`src/rtl/spi_pkg.sv`:
```
// Shared SPI definitions: FSM state encoding and default frame/timing constants,
// common to the SPI master and slave.
package spi_pkg;

  localparam int unsigned SpiWidth  = 32;
  localparam int unsigned SpiClkDiv = 4;
  localparam int unsigned SpiCsGap  = 2;

  typedef enum logic [2:0] {
    StIdle,
    StSetup,
    StHigh,
    StLow,
    StHold,
    StGap
  } spi_state_e;

endpackage

```
`src/rtl/spi_tick_gen.sv`:
```
// Half-period timer for the SPI master.
// Ports:
//   clk    - clock, rising edge
//   rst_n  - synchronous active-low reset
//   clr    - hold counter at zero (used while the FSM is outside a timed phase)
//   tick   - one-cycle pulse on the last clk of each CLK_DIV-cycle phase
module spi_tick_gen #(
  parameter int unsigned CLK_DIV = spi_pkg::SpiClkDiv
) (
  input  logic clk,
  input  logic rst_n,
  input  logic clr,
  output logic tick
);

  localparam int unsigned CntW = (CLK_DIV > 1) ? $clog2(CLK_DIV) : 1;
  localparam logic [CntW-1:0] CntLast = CntW'(CLK_DIV - 1);

  logic [CntW-1:0] cnt;

  // Every phase change happens on a tick, so wrapping on tick restarts the
  // count exactly at phase entry.
  always_ff @(posedge clk) begin
    if (!rst_n || clr || tick) begin
      cnt <= '0;
    end else begin
      cnt <= cnt + 1'b1;
    end
  end

  assign tick = (cnt == CntLast) && !clr;

endmodule

```
`src/rtl/spi_master.sv`:
```
// SPI master, mode 0 (SCK idle low, sample on rising edge, MSB first).
// Ports:
//   clk, rst_n         - clock and synchronous active-low reset
//   start, tx_data     - frame request and word to send (sampled in idle only)
//   busy, done         - frame in progress / one-cycle end-of-frame pulse
//   rx_data            - received word, updated on the done cycle
//   sck, ssel, mosi    - SPI outputs (ssel active low)
//   miso               - SPI serial input
module spi_master
  import spi_pkg::*;
#(
  parameter int unsigned WIDTH   = SpiWidth,
  parameter int unsigned CLK_DIV = SpiClkDiv,
  parameter int unsigned CS_GAP  = SpiCsGap
) (
  input  logic             clk,
  input  logic             rst_n,
  input  logic             start,
  input  logic [WIDTH-1:0] tx_data,
  output logic             busy,
  output logic             done,
  output logic [WIDTH-1:0] rx_data,
  output logic             sck,
  output logic             ssel,
  output logic             mosi,
  input  logic             miso
);

  localparam int unsigned BitW = $clog2(WIDTH + 1);
  localparam int unsigned GapW = $clog2(CS_GAP + 1);
  localparam logic [BitW-1:0] BitLast = BitW'(WIDTH - 1);
  localparam logic [GapW-1:0] GapLast = GapW'(CS_GAP - 1);

  spi_state_e       state;
  // {mosi, tx_shift} together form the full transmit shift register; mosi
  // is its registered MSB, so only the remaining bits are stored here.
  logic [WIDTH-2:0] tx_shift;
  logic [WIDTH-1:0] rx_shift;
  logic [BitW-1:0]  bitcnt;
  logic [GapW-1:0]  gap_cnt;
  logic             tick;
  logic             tick_clr;

  assign tick_clr = (state == StIdle) || (state == StGap);

  spi_tick_gen #(
    .CLK_DIV(CLK_DIV)
  ) u_tick_gen (
    .clk  (clk),
    .rst_n(rst_n),
    .clr  (tick_clr),
    .tick (tick)
  );

  always_ff @(posedge clk) begin
    if (!rst_n) begin
      state    <= StIdle;
      tx_shift <= '0;
      rx_shift <= '0;
      bitcnt   <= '0;
      gap_cnt  <= '0;
      busy     <= 1'b0;
      done     <= 1'b0;
      rx_data  <= '0;
      sck      <= 1'b0;
      ssel     <= 1'b1;
      mosi     <= 1'b0;
    end else begin
      done <= 1'b0;
      case (state)
        StIdle: begin
          if (start) begin
            mosi     <= tx_data[WIDTH-1];
            tx_shift <= tx_data[WIDTH-2:0];
            bitcnt   <= '0;
            ssel     <= 1'b0;
            busy     <= 1'b1;
            state    <= StSetup;
          end
        end
        StSetup: begin
          if (tick) begin
            sck   <= 1'b1;
            state <= StHigh;
          end
        end
        StHigh: begin
          if (tick) begin
            sck      <= 1'b0;
            rx_shift <= {rx_shift[WIDTH-2:0], miso};
            bitcnt   <= bitcnt + 1'b1;
            if (bitcnt == BitLast) begin
              // Last bit: park mosi low on this falling edge so it is 0 in GAP.
              mosi  <= 1'b0;
              state <= StHold;
            end else begin
              mosi     <= tx_shift[WIDTH-2];
              tx_shift <= {tx_shift[WIDTH-3:0], 1'b0};
              state    <= StLow;
            end
          end
        end
        StLow: begin
          if (tick) begin
            sck   <= 1'b1;
            state <= StHigh;
          end
        end
        StHold: begin
          if (tick) begin
            ssel    <= 1'b1;
            done    <= 1'b1;
            rx_data <= rx_shift;
            gap_cnt <= '0;
            state   <= StGap;
          end
        end
        StGap: begin
          if (gap_cnt == GapLast) begin
            busy  <= 1'b0;
            state <= StIdle;
          end else begin
            gap_cnt <= gap_cnt + 1'b1;
          end
        end
        default: state <= StIdle;
      endcase
    end
  end

endmodule

```
`config.mk`:
```
export PLATFORM = sky130hd
export DESIGN_NAME = spi_master
export DESIGN_NICKNAME = d
export VERILOG_FILES = /design/src/rtl/spi_pkg.sv /design/src/rtl/spi_tick_gen.sv /design/src/rtl/spi_master.sv
export SDC_FILE = /design/constraint.sdc
export NUM_CORES = 1
export LEC_CHECK = 0
export CAP_MARGIN = 20
export CORE_ASPECT_RATIO = 1.25
export CORE_UTILIZATION = 50
export DETAILED_ROUTE_END_ITERATION = 7
export GPL_TIMING_DRIVEN = 0
export HOLD_SLACK_MARGIN = 0.03
export PLACE_DENSITY = 0.78
export SETUP_SLACK_MARGIN = 0.1
export SYNTH_ARGS = -nofsm -noshare
export SYNTH_HDL_FRONTEND = slang
export SYNTH_HIERARCHICAL = 1
export SYNTH_SLANG_ARGS = --single-unit
```
`constraint.sdc`:
```
create_clock -name clk -period 6.6 [get_ports clk]
set_input_delay 1.32 -clock clk [delete_from_list [all_inputs] [get_ports clk]]
set_output_delay 1.32 -clock clk [all_outputs]
set_load 0.005 [all_outputs]
```
==> metrics.txt, run 1 <==
# TYPE chip_impl_metric gauge
chip_impl_metric{name="mapped_nets",unit=""} 571
chip_impl_metric{name="drive_gt1_share",unit="%"} 12.9
chip_impl_metric{name="clock_tree.buffer_depth",unit=""} 2
chip_impl_info{name="grt_setup_unrepaired",value="no"} 1
chip_impl_metric{name="worst_hold_slack",unit="ns"} 0.449
chip_impl_metric{name="drv.max_cap_violation_count",unit=""} 0
chip_impl_info{name="synth_top_flop_cell",value="sky130_fd_sc_hd__dfxtp_1"} 1
chip_impl_metric{name="groute.usage.overall",unit="%"} 24.1
chip_impl_metric{name="htreeDepth",unit=""} 4
chip_impl_metric{name="flow.area_growth_from_synthesis",unit="%"} 30.3
chip_impl_metric{name="detail_route.drc_violations",unit=""} 0
chip_impl_metric{name="io_buffer_count",unit=""} 72
chip_impl_metric{name="report.final.slew_viol_count",unit=""} 0
chip_impl_metric{name="count_of_final_setup_violators",unit=""} 0
chip_impl_metric{name="finalWorstPathRequiredPeriod",unit="ns"} 3.09
chip_impl_metric{name="wirelength",unit="um"} 10600
chip_impl_metric{name="area_of_the_core",unit="um^2"} 9130
chip_impl_metric{name="cp_max_fo",unit=""} 10
chip_impl_metric{name="fillers",unit=""} 747
chip_impl_metric{name="routed-via-count",unit=""} 4057
chip_impl_info{name="yosys-top-cells-area",value="sky130_fd_sc_hd__dfxtp_1 48%, sky130_fd_sc_hd__a21oi_1 11%, sky130_fd_sc_hd__nand2_1 11%, sky130_fd_sc_hd__a211oi_2 8.0%, sky130_fd_sc_hd__mux2i_1 6.8%"} 1
chip_impl_metric{name="synth_seq_cells",unit=""} 113
chip_impl_metric{name="cts_inserted_buffers",unit=""} 17
chip_impl_metric{name="postSynth.asyncResetShare",unit="%"} 0
chip_impl_info{name="clock_tree.root_cell",value="sky130_fd_sc_hd__clkbuf_16"} 1
chip_impl_metric{name="postCtsResizedCells",unit=""} 0
chip_impl_metric{name="cts-hold-fix-buffers",unit=""} 0
chip_impl_metric{name="detail_route.wl_per_cell",unit="um"} 13.9
chip_impl_metric{name="vdd_drop_max",unit="uV"} 211
chip_impl_metric{name="diodes",unit=""} 0
chip_impl_metric{name="clkLatencyLatePin",unit="ns"} 0.40
chip_impl_metric{name="ant_nets_after_route",unit=""} 0
chip_impl_metric{name="grt_first_pass_wirelength",unit="um"} 18300
chip_impl_metric{name="fin_tns_setup",unit="ns"} 0
chip_impl_metric{name="post-cts-setup-buffers",unit=""} 0
chip_impl_metric{name="die_w",unit="um"} 88.5
chip_impl_info{name="result_of_the_run",value="finished clean"} 1
chip_impl_metric{name="worst-endpoint-arrival",unit="ns"} 3.35
chip_impl_metric{name="clock-sinks",unit=""} 113
chip_impl_metric{name="synthesized_instance_count",unit=""} 532
chip_impl_metric{name="first_iter_violations",unit=""} 250
chip_impl_info{name="worstSetupPathType",value="reg2reg"} 1
chip_impl_metric{name="rrSetupSlack",unit="ns"} 3.51
chip_impl_metric{name="avgSynthCellArea",unit="um^2"} 8.79
chip_impl_info{name="worst_setup_path_end_kind",value="flip-flop"} 1
chip_impl_metric{name="report.final.hold_viol_count",unit=""} 0
chip_impl_metric{name="route.detailed.vias_per_inst",unit=""} 5.35
chip_impl_metric{name="design.die.area",unit="um^2"} 9750
chip_impl_metric{name="mapped_area",unit="um^2"} 4680
chip_impl_metric{name="timing.fmax",unit="MHz"} 323
chip_impl_metric{name="synthDistinctLibCells",unit=""} 41
chip_impl_metric{name="clkTransAtPathRegs",unit="ns"} 0.05
chip_impl_metric{name="layoutNonFillerInstCount",unit=""} 759
chip_impl_metric{name="synth.yosys.warnings",unit=""} 6
chip_impl_metric{name="sequential_area_share_after_synthesis",unit="%"} 48.4
chip_impl_metric{name="die_h",unit="um"} 110
chip_impl_metric{name="initial_core_util",unit="%"} 51.3
chip_impl_metric{name="max_slew.worst_pin.slew",unit="ns"} 0.677
chip_impl_metric{name="pin_count_of_the_biggest_net_entering_global_routing",unit=""} 17
chip_impl_metric{name="timing.critical_path.required",unit="ns"} 6.85
chip_impl_metric{name="vias_in_the_first_global_route",unit=""} 4106
chip_impl_metric{name="finalNetCount",unit=""} 662
chip_impl_info{name="cts_tree",value="built"} 1
chip_impl_metric{name="count_of_flip_flops_with_a_built_in_enable_after_synthesis",unit=""} 0
chip_impl_metric{name="number_of_antenna_violations_at_the_first_check_in_global_routing",unit=""} 0
chip_impl_metric{name="rows",unit=""} 39
chip_impl_metric{name="synth_largest_type_area_fraction",unit="%"} 48.4
chip_impl_metric{name="dp_cells",unit=""} 727
chip_impl_metric{name="dp_hpwl",unit="um"} 7420
chip_impl_metric{name="post_dp_cell_area",unit="um^2"} 5550
chip_impl_metric{name="grt_overflow_total",unit=""} 0
chip_impl_metric{name="io_pins",unit=""} 73
chip_impl_metric{name="globalplace.congestion",unit=""} 0.907
chip_impl_metric{name="max-slew-margin-rel",unit="%"} 54.8
chip_impl_metric{name="power.density_cell_area",unit="nW/um^2"} 349
chip_impl_info{name="synth_top_cell_by_area",value="sky130_fd_sc_hd__dfxtp_1"} 1
chip_impl_metric{name="detail_route.first_pass.iterations",unit=""} 5
chip_impl_info{name="crit_path_launch_type",value="flip-flop"} 1
chip_impl_metric{name="min_period_over_period",unit="%"} 46.9
chip_impl_info{name="min_path_type",value="reg2reg"} 1
chip_impl_metric{name="fin_skew",unit="ns"} 0.00646
chip_impl_metric{name="p_leak",unit="nW"} 2.02
chip_impl_metric{name="stdcell_area",unit="um^2"} 6100
-- worst max-delay path, cell delays in order (launching register included) --
cell                       delay, ns
sky130_fd_sc_hd__dfxtp_1        0.33
sky130_fd_sc_hd__or2_2          0.29
sky130_fd_sc_hd__clkbuf_1       0.16
sky130_fd_sc_hd__clkbuf_1       0.26
sky130_fd_sc_hd__a21oi_1        0.30
sky130_fd_sc_hd__and2b_2        0.25
sky130_fd_sc_hd__buf_2          0.17
sky130_fd_sc_hd__mux2i_1        0.51
sky130_fd_sc_hd__nor2_2         0.17
sky130_fd_sc_hd__buf_2          0.22
sky130_fd_sc_hd__a21oi_1        0.20
sky130_fd_sc_hd__a211oi_2       0.07
-- cell families after synthesis --
family          count (synthesis)  synth area share [%]
compound gates                150                  21.5
simple gates                  181                  16.8
flops                         113                  48.4
buf+inv                        48                  4.71
fa+ha+maj                       3                 0.803
xor+xnor                        4                 0.749
mux                            33                  7.09
-- layout by cell type (no fill, tap or decap), types with 2 or more instances in the layout --
cell type / n
sky130_fd_sc_hd__nand2_1: 136
sky130_fd_sc_hd__dfxtp_1: 113
sky130_fd_sc_hd__a21oi_1: 102
sky130_fd_sc_hd__clkdlybuf4s50_1: 72
sky130_fd_sc_hd__mux2i_1: 32
sky130_fd_sc_hd__clkbuf_1: 30
sky130_fd_sc_hd__a211oi_2: 30
sky130_fd_sc_hd__clkbuf_16: 17
sky130_fd_sc_hd__nor2_1: 15
sky130_fd_sc_hd__buf_2: 14
sky130_fd_sc_hd__o21ai_0: 7
sky130_fd_sc_hd__nand3_1: 5
sky130_fd_sc_hd__clkinv_2: 5
sky130_fd_sc_hd__inv_1: 4
sky130_fd_sc_hd__xnor2_1: 4
sky130_fd_sc_hd__buf_1: 3
sky130_fd_sc_hd__nor3_1: 3
sky130_fd_sc_hd__nor2b_1: 3
sky130_fd_sc_hd__buf_6: 3
sky130_fd_sc_hd__ha_1: 3
sky130_fd_sc_hd__clkbuf_8: 3
sky130_fd_sc_hd__nand2b_1: 2
sky130_fd_sc_hd__a22oi_1: 2
sky130_fd_sc_hd__nand4_1: 2
sky130_fd_sc_hd__nor3b_1: 2
sky130_fd_sc_hd__a31oi_1: 2
sky130_fd_sc_hd__a211oi_1: 2
sky130_fd_sc_hd__nor4_1: 2
-- registers in the layout, summed over array words and instances (netlist names) --
name	flops
done	1
ssel	1
rx_data	32
sck	1
rx_shift	32
state	3
gap_cnt	2
bitcnt	6
mosi	1
u_tick_gen/cnt	2
tx_shift	31
busy	1
-- where the power goes --
group | switching, mW | leakage (nW) | internal (mW)
clock network | 0.289 | 0.272 | 0.543
logic | 0.272 | 0.835 | 0.211
registers | 0.0450 | 0.918 | 0.764
total | 0.606 | 2.02 | 1.52
-- worst paths after layout --
check,from,cells after the start,to
worst min register to register,rx_data[16],2,rx_data[16]
worst max register to register,state[2],11,tx_shift[22]
worst max-delay path,state[2],11,tx_shift[22]
worst min-delay path,rx_data[16],2,rx_data[16]
-- cells in the mapped netlist (2+ instances only) --
| cell type | n |
|---|---|
| sky130_fd_sc_hd__buf_6 | 3 |
| sky130_fd_sc_hd__o21ai_0 | 7 |
| sky130_fd_sc_hd__buf_1 | 3 |
| sky130_fd_sc_hd__nand2b_1 | 2 |
| sky130_fd_sc_hd__a21oi_1 | 102 |
| sky130_fd_sc_hd__a211oi_2 | 30 |
| sky130_fd_sc_hd__a31oi_1 | 2 |
| sky130_fd_sc_hd__nor3_1 | 3 |
| sky130_fd_sc_hd__xnor2_1 | 4 |
| sky130_fd_sc_hd__nand4_1 | 2 |
| sky130_fd_sc_hd__nor2b_1 | 3 |
| sky130_fd_sc_hd__ha_1 | 3 |
| sky130_fd_sc_hd__nand3_1 | 5 |
| sky130_fd_sc_hd__nand2_1 | 136 |
| sky130_fd_sc_hd__nor4_1 | 2 |
| sky130_fd_sc_hd__dfxtp_1 | 113 |
| sky130_fd_sc_hd__a22oi_1 | 2 |
| sky130_fd_sc_hd__nor2_1 | 15 |
| sky130_fd_sc_hd__mux2i_1 | 32 |
| sky130_fd_sc_hd__buf_2 | 14 |
| sky130_fd_sc_hd__inv_1 | 4 |
| sky130_fd_sc_hd__nor3b_1 | 2 |
| sky130_fd_sc_hd__clkbuf_1 | 24 |
| sky130_fd_sc_hd__a211oi_1 | 2 |
-- area by class of cell --
| class | instances | area, um^2 | area share, % |
|---|---|---|---|
| buffer | 44 | 205 | 3.37 |
| multi-input combinational | 371 | 2190 | 36.0 |
| sequential | 113 | 2260 | 37.1 |
| tap | 123 | 154 | 2.52 |
| clock inverter | 6 | 55.1 | 0.903 |
| timing repair buffer | 72 | 721 | 11.8 |
| inverter | 4 | 15.0 | 0.246 |
| clock buffer | 26 | 489 | 8.03 |
-- metrics by stage --
step	power [mW]	utilization [%]	setup slack, ns
after global placement	1.28	60.8	3.25
after floorplan	1.18	-	4.07
final	2.12	66.8	3.51
after CTS	2.14	66.8	3.49
after detailed placement	1.30	60.8	3.19
after global routing	2.23	66.8	3.23
-- routing by layer --
metal	part of all wire [%]	up-vias	track usage [%]	routed length, um
met3	4.6	11	7.82	491
met1	43	1936	27.1	4580
met2	51	88	42.1	5420
li1	-	2022	-	-
met5	0	-	0	0
met4	0.88	0	9.22	93
Note: power is estimated with default switching activity, not from simulation.
==> inputs of run 2 (changes only) <==
CORE_UTILIZATION = 48   (was 50)
clock period = 2.6 ns   (was 6.6 ns; I/O delays follow)
==> run 2 against run 1 <==
Against the previous run: register-to-register slack got worse by 3.3 ns; fmax increased by 31%; die area increased by 4.1%; wire length increased by 4.7%; sequential power increased to 2.5 times the previous value; combinational power increased to 2.7 times the previous value; clock power increased to 2.9 times the previous value; worst setup slack got worse by 3.3 ns; largest cell class unchanged.
==> metrics.txt, run 2 (same netlist as run 1, synthesis figures left out) <==
# TYPE chip_impl_metric gauge
chip_impl_metric{name="detail_route.drc_violations",unit=""} 0
chip_impl_info{name="crit_chain",value="or2_2, clkbuf_8, a21oi_2, and2b_2, buf_2, nand2_1, nor2_1, buf_2, nand2_1, a21oi_1"} 1
chip_impl_metric{name="groute.usage.overall",unit="%"} 23.0
chip_impl_metric{name="timing.fmax",unit="MHz"} 423
chip_impl_metric{name="finalNetCount",unit=""} 663
chip_impl_metric{name="die_h",unit="um"} 112
chip_impl_metric{name="htreeDepth",unit=""} 4
chip_impl_metric{name="cts-hold-fix-buffers",unit=""} 0
chip_impl_metric{name="critical-path-max-stage-delay",unit="ns"} 0.41
chip_impl_metric{name="count_of_final_setup_violators",unit=""} 0
chip_impl_metric{name="max-slew-margin-rel",unit="%"} 52.9
chip_impl_metric{name="finish.utilization",unit="%"} 67.1
chip_impl_metric{name="max_slew.worst_pin.slew",unit="ns"} 0.706
chip_impl_metric{name="route.detailed.vias_per_inst",unit=""} 5.38
chip_impl_info{name="mostFrequentLayoutCells",value="136 x sky130_fd_sc_hd__nand2_1, 113 x sky130_fd_sc_hd__dfxtp_1, 99 x sky130_fd_sc_hd__a21oi_1"} 1
chip_impl_metric{name="vias_in_the_first_global_route",unit=""} 4016
chip_impl_metric{name="grt_overflow_total",unit=""} 0
chip_impl_metric{name="initial_core_util",unit="%"} 50.2
chip_impl_info{name="cts_tree",value="built"} 1
chip_impl_metric{name="wirelength",unit="um"} 11100
chip_impl_metric{name="ant_nets_after_route",unit=""} 0
chip_impl_metric{name="worst_setup_slack_post_dpl",unit="ns"} -0.391
chip_impl_metric{name="clock_tree.buffer_depth",unit=""} 2
chip_impl_info{name="worstSetupPathType",value="reg2reg"} 1
chip_impl_metric{name="diodes",unit=""} 0
chip_impl_metric{name="detail_route.first_pass.iterations",unit=""} 4
chip_impl_metric{name="first_iter_violations",unit=""} 142
chip_impl_metric{name="rows",unit=""} 39
chip_impl_metric{name="routed-via-count",unit=""} 4091
chip_impl_metric{name="io_pins",unit=""} 73
chip_impl_metric{name="drive_gt1_share",unit="%"} 16.8
chip_impl_metric{name="detail_route.wl_per_cell",unit="um"} 14.6
chip_impl_info{name="result_of_the_run",value="finished clean"} 1
chip_impl_metric{name="finalWorstPathRequiredPeriod",unit="ns"} 2.36
chip_impl_info{name="crit_path_launch_type",value="flip-flop"} 1
chip_impl_metric{name="clock-sinks",unit=""} 113
chip_impl_metric{name="cts_inserted_buffers",unit=""} 17
chip_impl_metric{name="clkLatencyLatePin",unit="ns"} 0.41
chip_impl_info{name="final_common_cell",value="sky130_fd_sc_hd__nand2_1"} 1
chip_impl_metric{name="drv.max_cap_violation_count",unit=""} 0
chip_impl_metric{name="p_total",unit="mW"} 5.77
chip_impl_info{name="reg_top3",value="rx_data x32, rx_shift x32, tx_shift x31"} 1
chip_impl_metric{name="min_period_over_period",unit="%"} 90.9
chip_impl_metric{name="dp_hpwl",unit="um"} 7310
chip_impl_metric{name="report.final.slew_viol_count",unit=""} 0
chip_impl_metric{name="power.density_cell_area",unit="nW/um^2"} 922
chip_impl_metric{name="area_of_the_core",unit="um^2"} 9320
chip_impl_info{name="clock_tree.root_cell",value="sky130_fd_sc_hd__clkbuf_16"} 1
chip_impl_metric{name="globalplace.congestion",unit=""} 0.824
chip_impl_metric{name="vdd_drop_max",unit="uV"} 596
chip_impl_metric{name="flow.area_growth_from_synthesis",unit="%"} 33.8
chip_impl_metric{name="cp_max_fo",unit=""} 10
chip_impl_metric{name="timing.critical_path.required",unit="ns"} 2.93
chip_impl_metric{name="grt_first_pass_wirelength",unit="um"} 18700
chip_impl_info{name="grt_setup_unrepaired",value="yes"} 1
chip_impl_metric{name="io_buffer_count",unit=""} 72
chip_impl_info{name="critical_path.slowest_cell",value="sky130_fd_sc_hd__dfxtp_1"} 1
chip_impl_metric{name="worst-endpoint-arrival",unit="ns"} 2.69
chip_impl_metric{name="pin_count_of_the_biggest_net_entering_global_routing",unit=""} 17
chip_impl_info{name="worst_setup_path_end_kind",value="flip-flop"} 1
chip_impl_metric{name="report.final.hold_viol_count",unit=""} 0
chip_impl_metric{name="p_leak",unit="nW"} 2.09
chip_impl_metric{name="design.die.area",unit="um^2"} 10100
chip_impl_metric{name="finalWorstSetupSlack",unit="ns"} 0.236
chip_impl_metric{name="fin_tns_setup",unit="ns"} 0
chip_impl_metric{name="clkTransAtPathRegs",unit="ns"} 0.06
chip_impl_metric{name="die_w",unit="um"} 90.3
chip_impl_metric{name="fin_skew",unit="ns"} 0.00570
chip_impl_info{name="min_path_type",value="reg2reg"} 1
chip_impl_metric{name="number_of_antenna_violations_at_the_first_check_in_global_routing",unit=""} 0
run 2: changes by cell type in the layout (fill, tap and decap cells not counted), moves of 4 or more:
cell,change
sky130_fd_sc_hd__buf_4,+5
sky130_fd_sc_hd__clkbuf_1,-17
sky130_fd_sc_hd__clkbuf_2,+5
sky130_fd_sc_hd__clkbuf_4,+4
sky130_fd_sc_hd__clkinvlp_4,+4
run 2: final cells by class:
type	instances	area, um^2
well taps	123	154
repair buffers	74	736
plain buffers	43	241
clock inverters	15	193
flip-flops and latches	113	2260
multi-input cells	371	2230
clock buffers	17	425
inverters	4	15.0
fillers	737	3060
run 2: what timing repair did:
| action | CTS | global route |
|---|---|---|
| buffers inserted | 1 | 1 |
| pin swaps | 0 | 1 |
| resized for setup | 18 | 13 |
| setup endpoints to repair | 104 | 97 |
run 2: final timing paths:
check / depth (start not counted) / start / end / slack, ns
max: 10 / state[2] / rx_shift[2] / 0.24
min reg2reg: 1 / u_tick_gen/cnt[0] / u_tick_gen/cnt[0] / 0.45
min: 1 / u_tick_gen/cnt[0] / u_tick_gen/cnt[0] / 0.45
max reg2reg: 10 / state[2] / rx_shift[2] / 0.24
run 2: per-layer routing:
metal	vias up	global-route usage [%]	wire length [um]	share of wire [%]
met1	1950	26.1	4740	43
met3	13	5.83	560	5.1
met2	103	40.9	5620	51
met4	0	9.78	152	1.4
li1	2025	-	-	-
met5	-	0	0	0
run 2: metrics by stage:
step | cells | cell area [um^2] | hold WS (ns)
final | 760 | 6260 | 0.446
after global routing | 760 | 6260 | 0.474
after CTS | 760 | 6230 | 0.450
after global placement | 727 | 5560 | 0.429
after floorplan | 532 | 4680 | 0.421
after detailed placement | 727 | 5560 | 0.434
run 2: critical path: cells and delay by family (launching register included):
| family | cells | cell delay [ns] |
|---|---|---|
| buffers and inverters | 3 | 0.69 |
| flip-flops | 1 | 0.41 |
| AND/OR/NAND/NOR | 5 | 0.93 |
| AO/OA/AOI/OAI | 2 | 0.24 |
run 2: power by group:
| group | leakage [nW] | internal [mW] | switching, mW |
|---|---|---|---|
| combinational | 0.879 | 0.579 | 0.713 |
| clock | 0.294 | 1.59 | 0.825 |
| sequential | 0.918 | 1.94 | 0.119 |
